### config.mk
export PLATFORM = sky130hd
export DESIGN_NAME = alu
export DESIGN_NICKNAME = d
export VERILOG_FILES = /design/src/rtl/alu.sv
export SDC_FILE = /design/constraint.sdc
export NUM_CORES = 1
export LEC_CHECK = 0
export ABC_AREA = 1
export BUFFER_PORTS_ARGS = -buffer_cell sky130_fd_sc_hd__buf_2
export CAP_MARGIN = 10
export CORE_MARGIN = 2
export CORE_UTILIZATION = 41
export DETAILED_ROUTE_END_ITERATION = 10
export GPL_ROUTABILITY_DRIVEN = 1
export HOLD_SLACK_MARGIN = 0.15
export PLACE_DENSITY = 0.72
export SETUP_SLACK_MARGIN = 0.3
export SYNTH_ARGS = -nofsm -noshare
export SYNTH_HDL_FRONTEND = slang
export SYNTH_SLANG_ARGS = --single-unit
### constraint.sdc
create_clock -name clk -period 5.24 [get_ports clk]
set_input_delay 0.262 -clock clk [delete_from_list [all_inputs] [get_ports clk]]
set_output_delay 0.262 -clock clk [all_outputs]
set_load 0.05 [all_outputs]
### src/rtl/alu.sv
// 32-bit ALU with combinational result/flags and a registered copy of them.
// Ops: add, sub, sll, slt, sltu, xor, srl, sra, or, and; encodings 10..15 yield zero.
module alu (
    input  logic [31:0] in1,
    input  logic [31:0] in2,
    input  logic [3:0]  op,
    output logic [31:0] result,
    output logic        negative,
    output logic        zero,
    input  logic        clk,
    input  logic        reset,
    output logic [31:0] result_q,
    output logic        negative_q,
    output logic        zero_q
);

    localparam int unsigned W   = 32;
    localparam int unsigned SHW = 5;

    localparam logic [3:0] OP_ADD  = 4'b0000;
    localparam logic [3:0] OP_SUB  = 4'b0001;
    localparam logic [3:0] OP_SLL  = 4'b0010;
    localparam logic [3:0] OP_SLT  = 4'b0011;
    localparam logic [3:0] OP_SLTU = 4'b0100;
    localparam logic [3:0] OP_XOR  = 4'b0101;
    localparam logic [3:0] OP_SRL  = 4'b0110;
    localparam logic [3:0] OP_SRA  = 4'b0111;
    localparam logic [3:0] OP_OR   = 4'b1000;
    localparam logic [3:0] OP_AND  = 4'b1001;

    logic [SHW-1:0] shamt;
    logic [W-1:0]   result_d;
    logic           negative_d;
    logic           zero_d;

    // Only the low five bits of operand B steer the shifters.
    assign shamt = in2[SHW-1:0];

    // Operation decode; unused encodings fall through to zero.
    always_comb begin
        result_d = '0;
        unique case (op)
            OP_ADD:  result_d = W'(in1 + in2);
            OP_SUB:  result_d = W'(in1 - in2);
            OP_SLL:  result_d = W'(in1 << shamt);
            OP_SLT:  result_d = W'({(W-1)'(0), ($signed(in1) < $signed(in2))});
            OP_SLTU: result_d = W'({(W-1)'(0), (in1 < in2)});
            OP_XOR:  result_d = in1 ^ in2;
            OP_SRL:  result_d = W'(in1 >> shamt);
            OP_SRA:  result_d = W'($signed(in1) >>> shamt);
            OP_OR:   result_d = in1 | in2;
            OP_AND:  result_d = in1 & in2;
            default: result_d = '0;
        endcase
    end

    // Flags follow the final result for every op.
    always_comb begin
        negative_d = result_d[W-1];
        zero_d     = (result_d == '0);
    end

    assign result   = result_d;
    assign negative = negative_d;
    assign zero     = zero_d;

    // Registered copy; reset clears to the value of a zero result.
    always_ff @(posedge clk) begin
        if (reset) begin
            result_q   <= '0;
            negative_q <= 1'b0;
            zero_q     <= 1'b1;
        end else begin
            result_q   <= result_d;
            negative_q <= negative_d;
            zero_q     <= zero_d;
        end
    end

endmodule

==> results of run 1 <==
## synthesized netlist by cell type, drive strengths merged
library cell | number | share of area
nor4 | 2 | 0.0011
xor2 | 1 | 0.00076
inv | 346 | 0.11
clkbuf | 20 | 0.0068
or2 | 2 | 0.0011
o21ai | 43 | 0.019
nor2 | 213 | 0.073
nor3 | 23 | 0.010
a31oi | 9 | 0.0049
o2111ai | 3 | 0.0023
and3 | 3 | 0.0016
clkinv | 1 | 0.00032
fa | 2 | 0.0035
dfxtp | 33 | 0.057
o21a | 3 | 0.0020
o22ai | 23 | 0.012
o21bai | 8 | 0.0052
and2 | 4 | 0.0022
o211ai | 16 | 0.010
buf | 79 | 0.043
nand4 | 24 | 0.013
nand3b | 6 | 0.0039
a21oi | 93 | 0.043
nand3 | 439 | 0.19
nand2 | 782 | 0.27
ha | 99 | 0.11
## power breakdown
group | internal [mW] | leakage, nW | switching [mW]
Sequential | 0.270 | 0.271 | 0.00397
Combinational | 0.353 | 7.05 | 1.06
Clock | 0.186 | 0.0700 | 0.0993
Total | 0.809 | 7.39 | 1.16
## worst max path at each step
stage | from | endpoint | cells after the start | slack (ns)
detailed placement | in2[0] | zero | 21 | 1.16
finish | in2[0] | zero | 21 | 0.95
global placement | in2[0] | zero | 21 | 1.12
global route | in2[0] | zero | 21 | 0.81
floorplan | in2[4] | zero | 20 | 1.56
CTS | in2[0] | zero | 21 | 1.15
## layout make-up
type,instances,area [um2],area share
clock buffer,7,142.6,0.01155
inverter,347,1308,0.1059
multi-input combinational,1798,9001,0.7291
sequential,33,660.6,0.05351
tap,378,473.0,0.03831
timing repair buffer,147,760.7,0.06162
## kinds of logic (layout without fill, tap and decap cells)
logic type | Yosys count | after routing
adder cells (fa/ha/maj) | 101 | 101
AO/OA/AOI/OAI | 198 | 198
XOR/XNOR | 1 | 1
flip-flops | 33 | 33
AND/OR/NAND/NOR | 1498 | 1498
buffers and inverters | 446 | 501
## through the flow
step | utilization | power [mW] | hold slack [ns]
2_1_floorplan | - | 1.242 | 0.5733
3_3_place_gp | 0.4392 | 1.640 | 0.7240
3_5_place_dp | 0.4392 | 1.645 | 0.7233
4_1_cts | 0.4444 | 1.937 | 0.4406
5_1_grt | 0.4444 | 2.095 | 0.4707
6_report | 0.4444 | 1.971 | 0.4614
## registers in the layout (all words and copies together), names as in the netlist
name      cells
zero_q        1
result_q     32
## metal layers
layer / wire (um) / GRT usage / vias up
met5: 0 / 0 / -
met4: 3447 / 0.1834 / 0
met3: 5405 / 0.03751 / 165
met2: 25640 / 0.6206 / 896
met1: 22850 / 0.5026 / 7091
li1: - / - / 7351
==> flow_summary.ini, run 1 <==
[outcome]
status = completed

[floorplan]
die_h_um = 171.8
ios = 138
start_util = 0.4157
die_area_um2 = 29530
core_um2 = 27780
fp.dieW_um = 171.8
rows = 61

[sta]
period_share = 0.8182
finalSetupViolations = 0
timing_worst_slew_pin_value_ns = 0.9435
min_period_ns = 4.287
report.final.hold_viol_count = 0
slew_headroom = 0.3687
grt_setup_unrepaired = no
fin_ws_ns = 0.9528
setup_tns_ns = 0
fmax_ghz = 0.2333
slew_violations = 0

[placed_design]
place_hpwl_um = 47620
place_area_um2 = 12200
dp_slack_ns = 1.162
placedCellCount = 2703
port_buffers = 137
gp_congestion = 1.045

[drt]
first_iter_violations = 1849
via_count = 15503
wirelength_um = 57350
vias_per_cell = 5.721
drtAntennaViolNets = 0
drt_first_pass_iters = 5
drc = 0
wire_per_inst_um = 21.16

[layout]
fillers = 3328
final_common_cell = nand2_1
syn_to_final_growth_pct = 6.901
final_cell_mix = nand2_1, nand3_1, inv_1
stdcell_area_um2 = 12350
drive_gt1_frac = 0.1029
antenna-diode-count = 0
instances_no_fill = 2710
final_net_count = 2503

[min_path]
min_to = result_q[25]
hold_path.class = in2reg
holdCritStartpoint = reset
hold_depth = 2

[setup_path]
critPathRequiredTime_ns = 4.98
cpMaxStageDelayCell = fa_1
crit_family = simple AND/OR/NAND/NOR gates
critPathBufInv = 4
start_kind = input pin
crit_top_cell = nand2_1
cp_cell_sequence = buf_2 > ha_1 > fa_1 > inv_1 > nand2_1 > nand3_1 > nand2_1 > nand2_1 > nand2_1 > nand2_1 > nand2_1 > nand3_1 > nand2_1 > nor2_1 > nand3_1 > nor2_1 > nand2_1 > nor2_1 > nand3_1 > inv_1 > buf_2
worst_ep_arrival_time_ns = 4.03
crit_path_max_fanout = 35
crit_type = in2out
slowest_delay_ns = 0.39
crit_path_end_kind = output pin

[synthesis]
synth-xor-area-share = 0.0007584
syn_area_per_cell_um2 = 5.072
synth-simple-area-share = 0.5692
synth_top_family_by_area = simple AND/OR/NAND/NOR gates
synth-adder-area-share = 0.1107
synth_cell_types = 41
yosys_warnings = 0
ys_ff_latch = 33
syn_inst = 2277
synth-compound-area-share = 0.09870
synthMuxAreaShare = 0
synthesis.area_um2 = 11550
synth_nets = 2448
synth.yosys.seq_area_share = 0.05720

[pwr]
leakage_nw = 7.394
ir_drop_mv = 0.1392
cellPowerDensity_nw_per_um2 = 159.6

[clock_tree]
ctsHoldBuffers = 0
clk_pin_slew_ns = 0.05
cts_max_level = 2
post_cts_buffers = 0
ctsResizeCount = 0
clockBufferDepth = 2
tritoncts = built
numClockSinks = 33
cts_root_buf = clkbuf_16
cts_buffers = 5

[global_routing]
grt_use_total = 0.3808
grt_pass1_vias = 14182
grt_max_degree = 74
grt_pass1_wl_um = 84040
antenna_found_initial = 0
overflow = 0

[run]
drv_cap = 0
(Power assumes the default switching activity.)
==> run 2, diff against run 1 <==
Settings changed: PLACE_DENSITY 0.72 to 0.74.
Clock period 5.24 ns to 3.6 ns, I/O delays scaled along.
==> flow_summary.ini, run 2 (same netlist as run 1, synthesis figures left out) <==
[outcome]
status = completed

[floorplan]
fp.dieW_um = 171.8
die_area_um2 = 29530
start_util = 0.4157
ios = 138
rows = 61
core_um2 = 27780
die_h_um = 171.8

[layout]
antenna-diode-count = 0
syn_to_final_growth_pct = 15.31
final_common_cell = nand2_1
largest_register_ffs = 32
final_net_count = 2580
final_cell_mix = nand2_1, nand3_1, inv_1
final_util = 0.4793
largest_register = result_q
drive_gt1_frac = 0.1564
top_regs = result_q (32), zero_q (1)

[placed_design]
place_hpwl_um = 49710
gp_congestion = 1.082
port_buffers = 137

[global_routing]
grt_use_total = 0.3959
grt_pass1_wl_um = 87100
overflow = 0
antenna_found_initial = 1
grt_pass1_vias = 14923
grt_max_degree = 72

[sta]
min_period_ns = 3.192
slew_headroom = 0.5774
timing.hold.ws_ns = 0.3701
finalSetupViolations = 0
timing_worst_slew_pin_value_ns = 0.6316
slew_violations = 0
report.final.hold_viol_count = 0
setup_tns_ns = 0
fmax_ghz = 0.3133
grt_setup_unrepaired = no
period_share = 0.8865

[drt]
wirelength_um = 60480
drt_first_pass_iters = 5
drtAntennaViolNets = 0
wl_met3_um = 6668
first_iter_violations = 1990
vias_per_cell = 5.833
wl_met2_um = 26380
drc = 0
met1_length_um = 24020
wire_per_inst_um = 21.69
routed.top_layer = met5
via_count = 16262

[clock_tree]
clockBufferDepth = 2
numClockSinks = 33
cts_root_buf = clkbuf_16
cts_max_level = 2
clk_pin_slew_ns = 0.05
cts_buffers = 5
tritoncts = built

[pwr]
leakage_nw = 7.828
ir_drop_mv = 0.1647
cellPowerDensity_nw_per_um2 = 231.4

[setup_path]
crit_path_end_kind = output pin
cp_cell_sequence = buf_2 > inv_4 > buf_4 > nand3_1 > nand3_1 > nand3_1 > nand3_1 > nand2_1 > nor2_1 > nand2_1 > nor2_1 > nand2_1 > nor2_1 > nand2_1 > nor2_2 > nand3_2 > clkinvlp_4 > buf_6
worst_ep_arrival_time_ns = 3.01
critPathBufInv = 5
crit_family = simple AND/OR/NAND/NOR gates
critPathRequiredTime_ns = 3.42
crit_type = in2out
cpMaxStageDelayCell = buf_4
start_kind = input pin
slowest_delay_ns = 0.47
crit_path_max_fanout = 52

[min_path]
hold_path.class = in2reg

[run]
drv_cap = 0
run 2: final timing paths:
| kind | endpoint | start | cells past startpoint |
|---|---|---|---|
| min | result_q[14] | reset | 2 |
| max | zero | in2[1] | 18 |
run 2: what timing repair did:
action | in CTS | in global routing
hold buffers | 0 | 0
setup buffers | 0 | 4
setup endpoints to repair | 1 | 1
resized for setup | 6 | 64
pin swaps | 0 | 2
gates cloned | 0 | 1
run 2: report_power, final:
part,internal (mW),switching [mW]
clock,0.275,0.169
combinational,0.629,1.61
sequential,0.392,0.00704
total,1.30,1.79
run 2: per-stage QoR:
| step | setup WS (ns) | instance area, um2 | std cells | total power, mW |
|---|---|---|---|---|
| final | 0.4085 | 13320 | 2788 | 3.082 |
| after global routing | 0.2981 | 13320 | 2788 | 3.253 |
| after global placement | 0.1109 | 12810 | 2775 | 2.487 |
| after CTS | 0.3154 | 12980 | 2783 | 2.935 |
| after detailed placement | 0.1514 | 12810 | 2775 | 2.490 |
| after floorplan | 0.3108 | 11570 | 2277 | 1.811 |
run 2: final cells by class:
type | count | area [um2]
clock inverter | 2 | 13.76
clock buffer | 6 | 138.9
tap | 378 | 473.0
multi-input combinational | 1798 | 9304
sequential | 33 | 660.6
timing repair buffer | 224 | 1415
inverter | 347 | 1311
fill | 3212 | 14470
run 2: layer usage:
layer | up-vias | global-route usage
met4 | 2 | 0.1750
met1 | 7513 | 0.5207
met2 | 1038 | 0.6328
li1 | 7511 | -
met5 | - | 0
met3 | 198 | 0.06857
